File: src/rtl/dmem_arbiter_if.sv
// rtl/dmem_arbiter_if.sv - request/response and RAM-port signal bundle for dmem_arbiter
//
// Groups the bus signals of dmem_arbiter. clk and rst are not part of the bundle.
//   c_*    : core load/store unit requester (req valid/ready, rsp valid/ready)
//   d_*    : DMA / program loader requester (same signal set as c_*)
//   m_*    : single RAM port (enables, address, data, size, sign mode, read data)
//   busy   : arbiter is in the middle of a transaction
// Modports:
//   slave  : the arbiter side
//   master : the environment side (requesters + RAM)
interface dmem_arbiter_if;
    logic        c_req_valid;
    logic        c_req_ready;
    logic        c_req_write;
    logic [31:0] c_req_addr;
    logic [31:0] c_req_wdata;
    logic [1:0]  c_req_size;
    logic        c_req_unsigned;
    logic        c_rsp_valid;
    logic        c_rsp_ready;
    logic [31:0] c_rsp_rdata;
    logic        c_rsp_err;

    logic        d_req_valid;
    logic        d_req_ready;
    logic        d_req_write;
    logic [31:0] d_req_addr;
    logic [31:0] d_req_wdata;
    logic [1:0]  d_req_size;
    logic        d_req_unsigned;
    logic        d_rsp_valid;
    logic        d_rsp_ready;
    logic [31:0] d_rsp_rdata;
    logic        d_rsp_err;

    logic        m_en_write;
    logic        m_en_read;
    logic [31:0] m_addr;
    logic [31:0] m_din;
    logic [1:0]  m_size;
    logic        m_unsigned;
    logic [31:0] m_dout;

    logic        busy;

    modport slave (
        input  c_req_valid, c_req_write, c_req_addr, c_req_wdata, c_req_size, c_req_unsigned,
        output c_req_ready,
        output c_rsp_valid, c_rsp_rdata, c_rsp_err,
        input  c_rsp_ready,
        input  d_req_valid, d_req_write, d_req_addr, d_req_wdata, d_req_size, d_req_unsigned,
        output d_req_ready,
        output d_rsp_valid, d_rsp_rdata, d_rsp_err,
        input  d_rsp_ready,
        output m_en_write, m_en_read, m_addr, m_din, m_size, m_unsigned,
        input  m_dout,
        output busy
    );

    modport master (
        output c_req_valid, c_req_write, c_req_addr, c_req_wdata, c_req_size, c_req_unsigned,
        input  c_req_ready,
        input  c_rsp_valid, c_rsp_rdata, c_rsp_err,
        output c_rsp_ready,
        output d_req_valid, d_req_write, d_req_addr, d_req_wdata, d_req_size, d_req_unsigned,
        input  d_req_ready,
        input  d_rsp_valid, d_rsp_rdata, d_rsp_err,
        output d_rsp_ready,
        input  m_en_write, m_en_read, m_addr, m_din, m_size, m_unsigned,
        output m_dout,
        input  busy
    );
endinterface

File: src/rtl/dmem_arbiter.sv
// rtl/dmem_arbiter.sv - two-requester round-robin arbiter and sequencer for one data RAM port
//
// Ports:
//   clk  : clock, all state changes on the rising edge
//   rst  : asynchronous active-high reset
//   bus  : dmem_arbiter_if.slave - core (c_*) and DMA (d_*) request/response
//          handshakes, the RAM port (m_*) and the busy flag
// Parameters:
//   MEM_BYTES : addressable bytes; addresses at or above this return an error
//
// One transaction is outstanding at a time: IDLE -> ISSUE -> CAPTURE -> RESP,
// or IDLE -> RESP directly for a request that fails the alignment/range checks.
module dmem_arbiter #(
    parameter int MEM_BYTES = 4096
) (
    input  logic           clk,
    input  logic           rst,
    dmem_arbiter_if.slave  bus
);
    localparam logic [31:0] MEM_LIMIT = 32'(MEM_BYTES);

    typedef enum logic [1:0] {IDLE, ISSUE, CAPTURE, RESP} state_t;

    state_t      state;
    logic        last_grant_d;   // 1: DMA won the last grant, so the core wins the next tie
    logic        owner_d;        // owner of the transaction in flight
    logic        write_q;

    logic        c_rsp_valid_q, d_rsp_valid_q;
    logic        c_rsp_err_q,   d_rsp_err_q;
    logic [31:0] c_rsp_rdata_q, d_rsp_rdata_q;

    // The m_* registers double as the latched request: they are loaded at
    // acceptance and only held while in ISSUE, so they read 0 everywhere else.
    logic        m_en_write_q, m_en_read_q, m_unsigned_q;
    logic [31:0] m_addr_q, m_din_q;
    logic [1:0]  m_size_q;
    logic        busy_q;

    logic        grant_c, grant_d, accept, req_err, rsp_done;
    logic        sel_write, sel_unsigned;
    logic [31:0] sel_addr, sel_wdata;
    logic [1:0]  sel_size;

    always_comb begin
        grant_c = bus.c_req_valid && (!bus.d_req_valid || last_grant_d);
        grant_d = bus.d_req_valid && !grant_c;
        accept  = (state == IDLE) && (grant_c || grant_d);

        sel_write    = grant_d ? bus.d_req_write    : bus.c_req_write;
        sel_addr     = grant_d ? bus.d_req_addr     : bus.c_req_addr;
        sel_wdata    = grant_d ? bus.d_req_wdata    : bus.c_req_wdata;
        sel_size     = grant_d ? bus.d_req_size     : bus.c_req_size;
        sel_unsigned = grant_d ? bus.d_req_unsigned : bus.c_req_unsigned;

        req_err = (sel_size == 2'b11)
               || (sel_size == 2'b01 && sel_addr[0])
               || (sel_size == 2'b10 && sel_addr[1:0] != 2'b00)
               || (sel_addr >= MEM_LIMIT);

        rsp_done = owner_d ? (d_rsp_valid_q && bus.d_rsp_ready)
                           : (c_rsp_valid_q && bus.c_rsp_ready);
    end

    assign bus.c_req_ready = (state == IDLE) && grant_c;
    assign bus.d_req_ready = (state == IDLE) && grant_d;

    assign bus.c_rsp_valid = c_rsp_valid_q;
    assign bus.c_rsp_err   = c_rsp_err_q;
    assign bus.c_rsp_rdata = c_rsp_rdata_q;
    assign bus.d_rsp_valid = d_rsp_valid_q;
    assign bus.d_rsp_err   = d_rsp_err_q;
    assign bus.d_rsp_rdata = d_rsp_rdata_q;

    assign bus.m_en_write = m_en_write_q;
    assign bus.m_en_read  = m_en_read_q;
    assign bus.m_addr     = m_addr_q;
    assign bus.m_din      = m_din_q;
    assign bus.m_size     = m_size_q;
    assign bus.m_unsigned = m_unsigned_q;
    assign bus.busy       = busy_q;

    always_ff @(posedge clk or posedge rst) begin
        if (rst) begin
            state         <= IDLE;
            last_grant_d  <= 1'b1;
            owner_d       <= 1'b0;
            write_q       <= 1'b0;
            c_rsp_valid_q <= 1'b0;
            c_rsp_err_q   <= 1'b0;
            c_rsp_rdata_q <= '0;
            d_rsp_valid_q <= 1'b0;
            d_rsp_err_q   <= 1'b0;
            d_rsp_rdata_q <= '0;
            m_en_write_q  <= 1'b0;
            m_en_read_q   <= 1'b0;
            m_addr_q      <= '0;
            m_din_q       <= '0;
            m_size_q      <= '0;
            m_unsigned_q  <= 1'b0;
            busy_q        <= 1'b0;
        end else begin
            case (state)
                IDLE: begin
                    if (accept) begin
                        owner_d      <= grant_d;
                        last_grant_d <= grant_d;
                        write_q      <= sel_write;
                        busy_q       <= 1'b1;
                        if (req_err) begin
                            // Rejected requests never touch the RAM.
                            state <= RESP;
                            if (grant_d) begin
                                d_rsp_valid_q <= 1'b1;
                                d_rsp_err_q   <= 1'b1;
                                d_rsp_rdata_q <= '0;
                            end else begin
                                c_rsp_valid_q <= 1'b1;
                                c_rsp_err_q   <= 1'b1;
                                c_rsp_rdata_q <= '0;
                            end
                        end else begin
                            state        <= ISSUE;
                            m_en_write_q <= sel_write;
                            m_en_read_q  <= !sel_write;
                            m_addr_q     <= sel_addr;
                            m_din_q      <= sel_write ? sel_wdata : 32'h0;
                            m_size_q     <= sel_size;
                            m_unsigned_q <= sel_unsigned;
                        end
                    end
                end
                ISSUE: begin
                    state        <= CAPTURE;
                    m_en_write_q <= 1'b0;
                    m_en_read_q  <= 1'b0;
                    m_addr_q     <= '0;
                    m_din_q      <= '0;
                    m_size_q     <= '0;
                    m_unsigned_q <= 1'b0;
                end
                CAPTURE: begin
                    // The RAM registers its output, so m_dout is valid now.
                    state <= RESP;
                    if (owner_d) begin
                        d_rsp_valid_q <= 1'b1;
                        d_rsp_err_q   <= 1'b0;
                        d_rsp_rdata_q <= write_q ? 32'h0 : bus.m_dout;
                    end else begin
                        c_rsp_valid_q <= 1'b1;
                        c_rsp_err_q   <= 1'b0;
                        c_rsp_rdata_q <= write_q ? 32'h0 : bus.m_dout;
                    end
                end
                RESP: begin
                    if (rsp_done) begin
                        state         <= IDLE;
                        busy_q        <= 1'b0;
                        c_rsp_valid_q <= 1'b0;
                        c_rsp_err_q   <= 1'b0;
                        c_rsp_rdata_q <= '0;
                        d_rsp_valid_q <= 1'b0;
                        d_rsp_err_q   <= 1'b0;
                        d_rsp_rdata_q <= '0;
                    end
                end
                default: state <= IDLE;
            endcase
        end
    end
endmodule

File: src/flat_wrapper.sv
// flat-port wrapper written by rule: the top's interface ports become plain ports
module dmem_arbiter_flat 
#(
    parameter int MEM_BYTES = 4096
)
  (clk, rst, bus_c_req_valid, bus_c_req_write, bus_c_req_addr, bus_c_req_wdata, bus_c_req_size, bus_c_req_unsigned, bus_c_req_ready, bus_c_rsp_valid, bus_c_rsp_rdata, bus_c_rsp_err, bus_c_rsp_ready, bus_d_req_valid, bus_d_req_write, bus_d_req_addr, bus_d_req_wdata, bus_d_req_size, bus_d_req_unsigned, bus_d_req_ready, bus_d_rsp_valid, bus_d_rsp_rdata, bus_d_rsp_err, bus_d_rsp_ready, bus_m_en_write, bus_m_en_read, bus_m_addr, bus_m_din, bus_m_size, bus_m_unsigned, bus_m_dout, bus_busy);
  dmem_arbiter_if bus_i ();
  input  logic clk;
  input  logic rst;
  input wire logic [$bits(bus_i.c_req_valid)-1:0] bus_c_req_valid;
  input wire logic [$bits(bus_i.c_req_write)-1:0] bus_c_req_write;
  input wire logic [$bits(bus_i.c_req_addr)-1:0] bus_c_req_addr;
  input wire logic [$bits(bus_i.c_req_wdata)-1:0] bus_c_req_wdata;
  input wire logic [$bits(bus_i.c_req_size)-1:0] bus_c_req_size;
  input wire logic [$bits(bus_i.c_req_unsigned)-1:0] bus_c_req_unsigned;
  output wire logic [$bits(bus_i.c_req_ready)-1:0] bus_c_req_ready;
  output wire logic [$bits(bus_i.c_rsp_valid)-1:0] bus_c_rsp_valid;
  output wire logic [$bits(bus_i.c_rsp_rdata)-1:0] bus_c_rsp_rdata;
  output wire logic [$bits(bus_i.c_rsp_err)-1:0] bus_c_rsp_err;
  input wire logic [$bits(bus_i.c_rsp_ready)-1:0] bus_c_rsp_ready;
  input wire logic [$bits(bus_i.d_req_valid)-1:0] bus_d_req_valid;
  input wire logic [$bits(bus_i.d_req_write)-1:0] bus_d_req_write;
  input wire logic [$bits(bus_i.d_req_addr)-1:0] bus_d_req_addr;
  input wire logic [$bits(bus_i.d_req_wdata)-1:0] bus_d_req_wdata;
  input wire logic [$bits(bus_i.d_req_size)-1:0] bus_d_req_size;
  input wire logic [$bits(bus_i.d_req_unsigned)-1:0] bus_d_req_unsigned;
  output wire logic [$bits(bus_i.d_req_ready)-1:0] bus_d_req_ready;
  output wire logic [$bits(bus_i.d_rsp_valid)-1:0] bus_d_rsp_valid;
  output wire logic [$bits(bus_i.d_rsp_rdata)-1:0] bus_d_rsp_rdata;
  output wire logic [$bits(bus_i.d_rsp_err)-1:0] bus_d_rsp_err;
  input wire logic [$bits(bus_i.d_rsp_ready)-1:0] bus_d_rsp_ready;
  output wire logic [$bits(bus_i.m_en_write)-1:0] bus_m_en_write;
  output wire logic [$bits(bus_i.m_en_read)-1:0] bus_m_en_read;
  output wire logic [$bits(bus_i.m_addr)-1:0] bus_m_addr;
  output wire logic [$bits(bus_i.m_din)-1:0] bus_m_din;
  output wire logic [$bits(bus_i.m_size)-1:0] bus_m_size;
  output wire logic [$bits(bus_i.m_unsigned)-1:0] bus_m_unsigned;
  input wire logic [$bits(bus_i.m_dout)-1:0] bus_m_dout;
  output wire logic [$bits(bus_i.busy)-1:0] bus_busy;
  assign bus_i.c_req_valid = bus_c_req_valid;
  assign bus_i.c_req_write = bus_c_req_write;
  assign bus_i.c_req_addr = bus_c_req_addr;
  assign bus_i.c_req_wdata = bus_c_req_wdata;
  assign bus_i.c_req_size = bus_c_req_size;
  assign bus_i.c_req_unsigned = bus_c_req_unsigned;
  assign bus_c_req_ready = bus_i.c_req_ready;
  assign bus_c_rsp_valid = bus_i.c_rsp_valid;
  assign bus_c_rsp_rdata = bus_i.c_rsp_rdata;
  assign bus_c_rsp_err = bus_i.c_rsp_err;
  assign bus_i.c_rsp_ready = bus_c_rsp_ready;
  assign bus_i.d_req_valid = bus_d_req_valid;
  assign bus_i.d_req_write = bus_d_req_write;
  assign bus_i.d_req_addr = bus_d_req_addr;
  assign bus_i.d_req_wdata = bus_d_req_wdata;
  assign bus_i.d_req_size = bus_d_req_size;
  assign bus_i.d_req_unsigned = bus_d_req_unsigned;
  assign bus_d_req_ready = bus_i.d_req_ready;
  assign bus_d_rsp_valid = bus_i.d_rsp_valid;
  assign bus_d_rsp_rdata = bus_i.d_rsp_rdata;
  assign bus_d_rsp_err = bus_i.d_rsp_err;
  assign bus_i.d_rsp_ready = bus_d_rsp_ready;
  assign bus_m_en_write = bus_i.m_en_write;
  assign bus_m_en_read = bus_i.m_en_read;
  assign bus_m_addr = bus_i.m_addr;
  assign bus_m_din = bus_i.m_din;
  assign bus_m_size = bus_i.m_size;
  assign bus_m_unsigned = bus_i.m_unsigned;
  assign bus_i.m_dout = bus_m_dout;
  assign bus_busy = bus_i.busy;
  dmem_arbiter #(.MEM_BYTES(MEM_BYTES)) u_core (.clk(clk), .rst(rst), .bus(bus_i));
endmodule
File: config.mk
export PLATFORM = sky130hd
export DESIGN_NAME = dmem_arbiter_flat
export DESIGN_NICKNAME = d
export VERILOG_FILES = /design/src/rtl/dmem_arbiter_if.sv /design/src/rtl/dmem_arbiter.sv /design/src/flat_wrapper.sv
export SDC_FILE = /design/constraint.sdc
export NUM_CORES = 1
export LEC_CHECK = 0
export BUFFER_PORTS_ARGS = -buffer_cell sky130_fd_sc_hd__clkbuf_2
export CELL_PAD_IN_SITES_DETAIL_PLACEMENT = 2
export CELL_PAD_IN_SITES_GLOBAL_PLACEMENT = 2
export CORE_MARGIN = 10
export CORE_UTILIZATION = 29
export CTS_CLUSTER_DIAMETER = 80
export DETAILED_ROUTE_END_ITERATION = 16
export PLACE_DENSITY_LB_ADDON = 0.1
export SLEW_MARGIN = 5
export SYNTH_ARGS = -nofsm -noshare
export SYNTH_HDL_FRONTEND = slang
export SYNTH_SLANG_ARGS = --single-unit
File: constraint.sdc
create_clock -name clk -period 7.1 [get_ports clk]
set_input_delay 0.71 -clock clk [delete_from_list [all_inputs] [get_ports clk]]
set_output_delay 0.71 -clock clk [all_outputs]
set_load 0.02 [all_outputs]
# After elaboration in Yosys (flattened, before gate mapping)
# Cells that the tools add are included.
# W data, S select, Z words.
[totals] regBits=143 latchBits=0 ramBits=0 romBits=0 input_bits=174 out_inout_bits=140 word_cells=118 mem_count=0
[op_classes] add_sub_neg=0 multipliers=0 div=0 n_lt_le_gt_ge=1 n_eq_ne=14 n_shift=0 muxes=58 n_bitwise=0 n_reduce_logical=28
[ops] cell="$mux W32" count=17
[ops] cell="$pmux W32 S3" count=2
[ops] cell="$pmux W32 S2" count=2
[ops] cell="$ge A32 B13 Y1 const B" count=1
[ops] cell="$mux W1" count=21
[ops] cell="$mux W2" count=6
[ops] cell="$pmux W1 S3" count=4
[ops] cell="$reduce_and A6 Y1" count=2
[ops] cell="$ne A2 B1 Y1 const B" count=5
[ops] cell="$logic_and A1 B1 Y1" count=9
[ops] cell="$eq A2 B2 Y1 const B" count=4
[ops] cell="$pmux W1 S2" count=4
[ops] cell="$pmux W2 S4" count=1
[ops] cell="$ne A2 B2 Y1 const B" count=3
[ops] cell="$reduce_and A3 Y1" count=2
[ops] cell="$reduce_bool A2 Y1" count=3
[ops] cell="$logic_or A1 B1 Y1" count=5
[ops] cell="$eq A2 B1 Y1 const B" count=2
[ops] cell="$pmux W2 S2" count=1
[ops] cell="$reduce_and A2 Y1" count=2
[ops] cell="$logic_not A1 Y1" count=3
[ops] cell="$reduce_bool A3 Y1" count=1
[ops] cell="$logic_not A2 Y1" count=1

# Logic depth before layout (Yosys ltp)
[logic_depth] ltp_word=14 mapped_depth=9 depth_no_buf=7

# Worst setup path after synthesis
# No wires, ideal clock.
[synth_timing] path_type="input to register" from="input port bus_d_req_addr[19]" to="register u_core.d_rsp_err_q, in the netlist u_core.bus.d_rsp_err" setup_time_ns=0.125 arrival_ns=2.098 required_ns=6.975 setup_slack_ns=4.877 path_stages=6 cell_sequence="nor4_1 > nand4_1 > mux2i_4 > a31o_2 > buf_2 > mux2_2"
[synth_between] elab_chain_len=5
[synth_lines] element="start, declared" line="flat_wrapper.sv:23" text="input wire logic [$bits(bus_i.d_req_addr)-1:0] bus_d_req_addr;"
[synth_lines] element="$mux W32" line="dmem_arbiter.sv:51" text="sel_addr = grant_d ? bus.d_req_addr : bus.c_req_addr;"
[synth_lines] element="$ge A32 B13 Y1" line="dmem_arbiter.sv:59" text="|| (sel_addr >= MEM_LIMIT);"
[synth_lines] element="$logic_or A1 B1 Y1" line="dmem_arbiter.sv:59"
[synth_lines] element="$ne A2 B1 Y1 (no line)"
[synth_lines] element="$reduce_and A6 Y1 (no line)"
[synth_lines] element="end signal, assigned" line="dmem_arbiter.sv:93" text="d_rsp_err_q <= 1'b0;"
[synth_lines] element="end signal, assigned" line="dmem_arbiter.sv:115" text="d_rsp_err_q <= 1'b1;"
[synth_lines] element="end signal, assigned" line="dmem_arbiter.sv:147" text="d_rsp_err_q <= 1'b0;"
[synth_lines] element="end, declared" line="dmem_arbiter.sv:30" text="logic c_rsp_err_q, d_rsp_err_q;"
# No other way between the ends.
# A chain may end at the register's enable or synchronous reset.

# Final worst setup path
[layout_timing] from="register u_core.last_grant_d" to="register u_core.m_addr_q[11], in the netlist u_core.bus.m_addr[11]"
[layout_between] elab_chain_len=12 elab_cells_between_ends=24 classes_between="order compare: 1; eq/ne: 5; mux: 5; reduce/logical: 13"
[layout_lines] element="start, declared" line="dmem_arbiter.sv:25" text="logic last_grant_d;"
[layout_lines] element="start signal, assigned" line="dmem_arbiter.sv:107" text="last_grant_d <= grant_d;"
[layout_lines] element="$logic_or A1 B1 Y1 (*)" line="dmem_arbiter.sv:46" text="grant_c = bus.c_req_valid && (!bus.d_req_valid || last_grant_d);"
[layout_lines] element="$logic_and A1 B1 Y1 (*)" line="dmem_arbiter.sv:46"
[layout_lines] element="parallel branches: the longest is 10 deep, another holds $ge A32 B13 Y1"
[layout_lines] element="end signal, assigned" line="dmem_arbiter.sv:126" text="m_addr_q <= sel_addr;"
[layout_lines] element="end, declared" line="dmem_arbiter.sv:36" text="logic [31:0] m_addr_q, m_din_q;"
# Every way passes the cells marked *. The select of a mux whose other input is x is not followed.

==> results.toml <==
[detailed_routing]
post-route-drc-count = 0
wl_mm = 24.1
ant_nets = 0
dr_total_vias = 5940
drtPass1Iterations = 4
vias_per_cell = 4.71
drt_iter0_drc = 314
wl_per_cell_um = 19.2

[timing]
hold_violations = 0
setup_violations = 0
worst_slew_pin_slew_ns = 0.968
rsz0062_at_grt = "no"
clock.fmax_ghz = 0.299
setup_tns_ns = 0
fin_skew_ns = 0.0121
layout_setup_ws_ns = 3.76
drv_slew = 0
final.min_clock_period_ns = 3.34
slew_headroom_pct = 35.3
post-route-period-util_pct = 47.1

[floorplanning]
rows = 55
die_w_um = 171
num_io_pins = 314
start_util_pct = 29.3
die_area_um2 = 29200
core-area_um2 = 22500
die_h_um = 171

[finish]
syn_to_final_growth_pct = 35.7
design_area_um2 = 8940
nNetsFinal = 1142
drive_gt1_share_pct = 40.9
insertedDiodeCount = 0

[placed_design]
place_area_um2 = 8350
io_buffers = 313
place_hpwl_mm = 18.0
place.gp.congestion = 0.730
pre_cts_slack_ns = 3.25

[clocking]
cts.sinks = 143
clockBufferDepth = 2
ctsResizeCount = 0
post-cts-setup-buffers = 0
hold_buffers = 0
cts_tree = "built"
cts_made_buffers = 17
cts_max_level = 4
clk_pin_slew_ns = 0.07
clk_latency_ns = 0.43
clockRootBuffer = "clkbuf_16"

[global_routing]
grtUsageTotal_pct = 16.6
grt_pass1_wl_mm = 38.0
grt_max_degree = 81
grt_pass1_vias = 6641
antenna_found_initial = 0
grt_overflow = 0

[logic_synthesis]
synthArstFlopShare_pct = 100
synthTopCellsByCount = "nand2_1, dfrtp_1, o21ai_0"
yosys.area.top_type = "dfrtp_1"
synth_most_common_cell = "nand2_1"
netlist_top_cells_area = "dfrtp_1, nand2_1, mux2i_1"
syn_area_per_cell_um2 = 9.84
synthFlopType = "dfrtp_1"
postSynthCellCount = 670
synth-edff-count = 0
synth.distinct_cells = 40
synth_area_um2 = 6590
ys_seq_elements = 143
synth_top_area_share_pct = 53.9
synth-seq-area-share_pct = 54.3
ys_warn_count = 0
synth_fp_nets = 850

[job]
maxCapViolCount = 0

[pwr]
leakagePower_uw = 0.00498
power.density_nw_per_um2 = 365
power.total_uw = 3270
ir_worst_vdd_uv = 241

[run_status]
status = "complete, no violations"

[critical_path]
worst-setup-path-type = "reg2reg"
cp.arrival_ns = 3.71
startpoint_type = "register"
cp.required_ns = 7.47
cp-end-kind = "register"
crit_fanout = 68

[hold_path]
hold_class = "in2async"
==> cells by family after synthesis <==
group / share of synthesized area, %
buf+inv: 5.33
compound gates: 8.60
fa+ha+maj: 1.14
mux: 10.6
simple gates: 20.0
flops: 54.3
==> report_power, final <==
group	switching [µW]	leakage (µW)	internal (µW)
Clock	405	0.000278	500
Combinational	842	0.00277	463
Sequential	88.1	0.00194	969
Total	1340	0.00498	1930
==> registers in the layout, summed over array words and instances (netlist names) <==
register and flops:
u_core.bus.m_unsigned 1, u_core.bus.c_rsp_err 1, u_core.last_grant_d 1, u_core.bus.m_din 32
u_core.bus.m_size 2, u_core.bus.busy 1, u_core.bus.m_en_write 1, u_core.bus.m_en_read 1
u_core.owner_d 1, u_core.bus.d_rsp_rdata 32, u_core.bus.m_addr 32, u_core.bus.c_rsp_rdata 32
u_core.bus.d_rsp_err 1, u_core.bus.c_rsp_valid 1, u_core.bus.d_rsp_valid 1, u_core.state 2
u_core.write_q 1
==> final cells by class <==
| type | count | area, µm² |
|---|---|---|
| fillers | 2563 | 13600 |
| flip-flops and latches | 143 | 3580 |
| clock buffers | 17 | 425 |
| repair buffers | 319 | 1610 |
| clock inverters | 15 | 170 |
| well taps | 285 | 357 |
| inverters | 31 | 121 |
| multi-input cells | 450 | 2680 |
==> critical path, cell delays in order, from the launching register on <==
cell     delay (ns)
dfstp_2        0.57
a21bo_2        0.13
buf_4          0.54
mux2i_4        0.45
nand4_4        0.60
buf_4          0.56
nor3_1         0.26
a31o_2         0.13
==> routing by layer <==
metal,vias to the layer above,routed length [µm],global-route usage [%]
met5,-,0,0
met4,0,276,4.42
met3,21,2310,6.82
met2,180,11700,27.0
met1,2915,9890,19.7
li1,2824,-,-
==> path summary, 6_finish.rpt <==
path / startpoint / to / slack (ns) / cells past startpoint
worst max register to register: u_core.last_grant_d / u_core.bus.m_addr[11] / 3.76 / 7
worst min register to register: u_core.bus.d_rsp_rdata[16] / u_core.bus.d_rsp_rdata[16] / 0.49 / 2
max in group asynchronous: rst / u_core.bus.m_din[18] / 5.37 / 3
worst max-delay path: u_core.last_grant_d / u_core.bus.m_addr[11] / 3.76 / 7
worst min-delay path: rst / u_core.bus.d_rsp_rdata[13] / 0.40 / 2
min in group clk: u_core.bus.d_rsp_rdata[16] / u_core.bus.d_rsp_rdata[16] / 0.49 / 2
==> stage by stage <==
| step | hold slack, ns | util (%) | cells |
|---|---|---|---|
| after global placement | 0.462 | 37.1 | 1228 |
| after detailed placement | 0.473 | 37.1 | 1228 |
| after CTS | 0.444 | 39.7 | 1260 |
| after floorplan | 0.449 | - | 670 |
| final | 0.400 | 39.7 | 1260 |
| after global routing | 0.478 | 39.7 | 1260 |
==> layout by cell type, fill, tap and decap left out, types with 2 or more instances in the layout <==
| master | n |
|---|---|
| clkbuf_2 | 313 |
| inv_8 | 3 |
| mux2_2 | 11 |
| clkbuf_16 | 17 |
| nor2_1 | 3 |
| nor3_1 | 14 |
| and3_1 | 21 |
| nand2_1 | 183 |
| mux2i_1 | 39 |
| nand2b_1 | 3 |
| mux2_4 | 7 |
| inv_6 | 5 |
| clkinvlp_4 | 4 |
| nand4_1 | 4 |
| ha_1 | 6 |
| a31oi_1 | 2 |
| and2_1 | 10 |
| nand3_1 | 35 |
| mux2_1 | 5 |
| nor4_1 | 10 |
| o21ai_1 | 12 |
| buf_4 | 6 |
| dfrtp_1 | 142 |
| a31o_2 | 15 |
| clkinv_8 | 2 |
| o21ai_0 | 53 |
| inv_1 | 30 |
(Power assumes the default switching activity.)
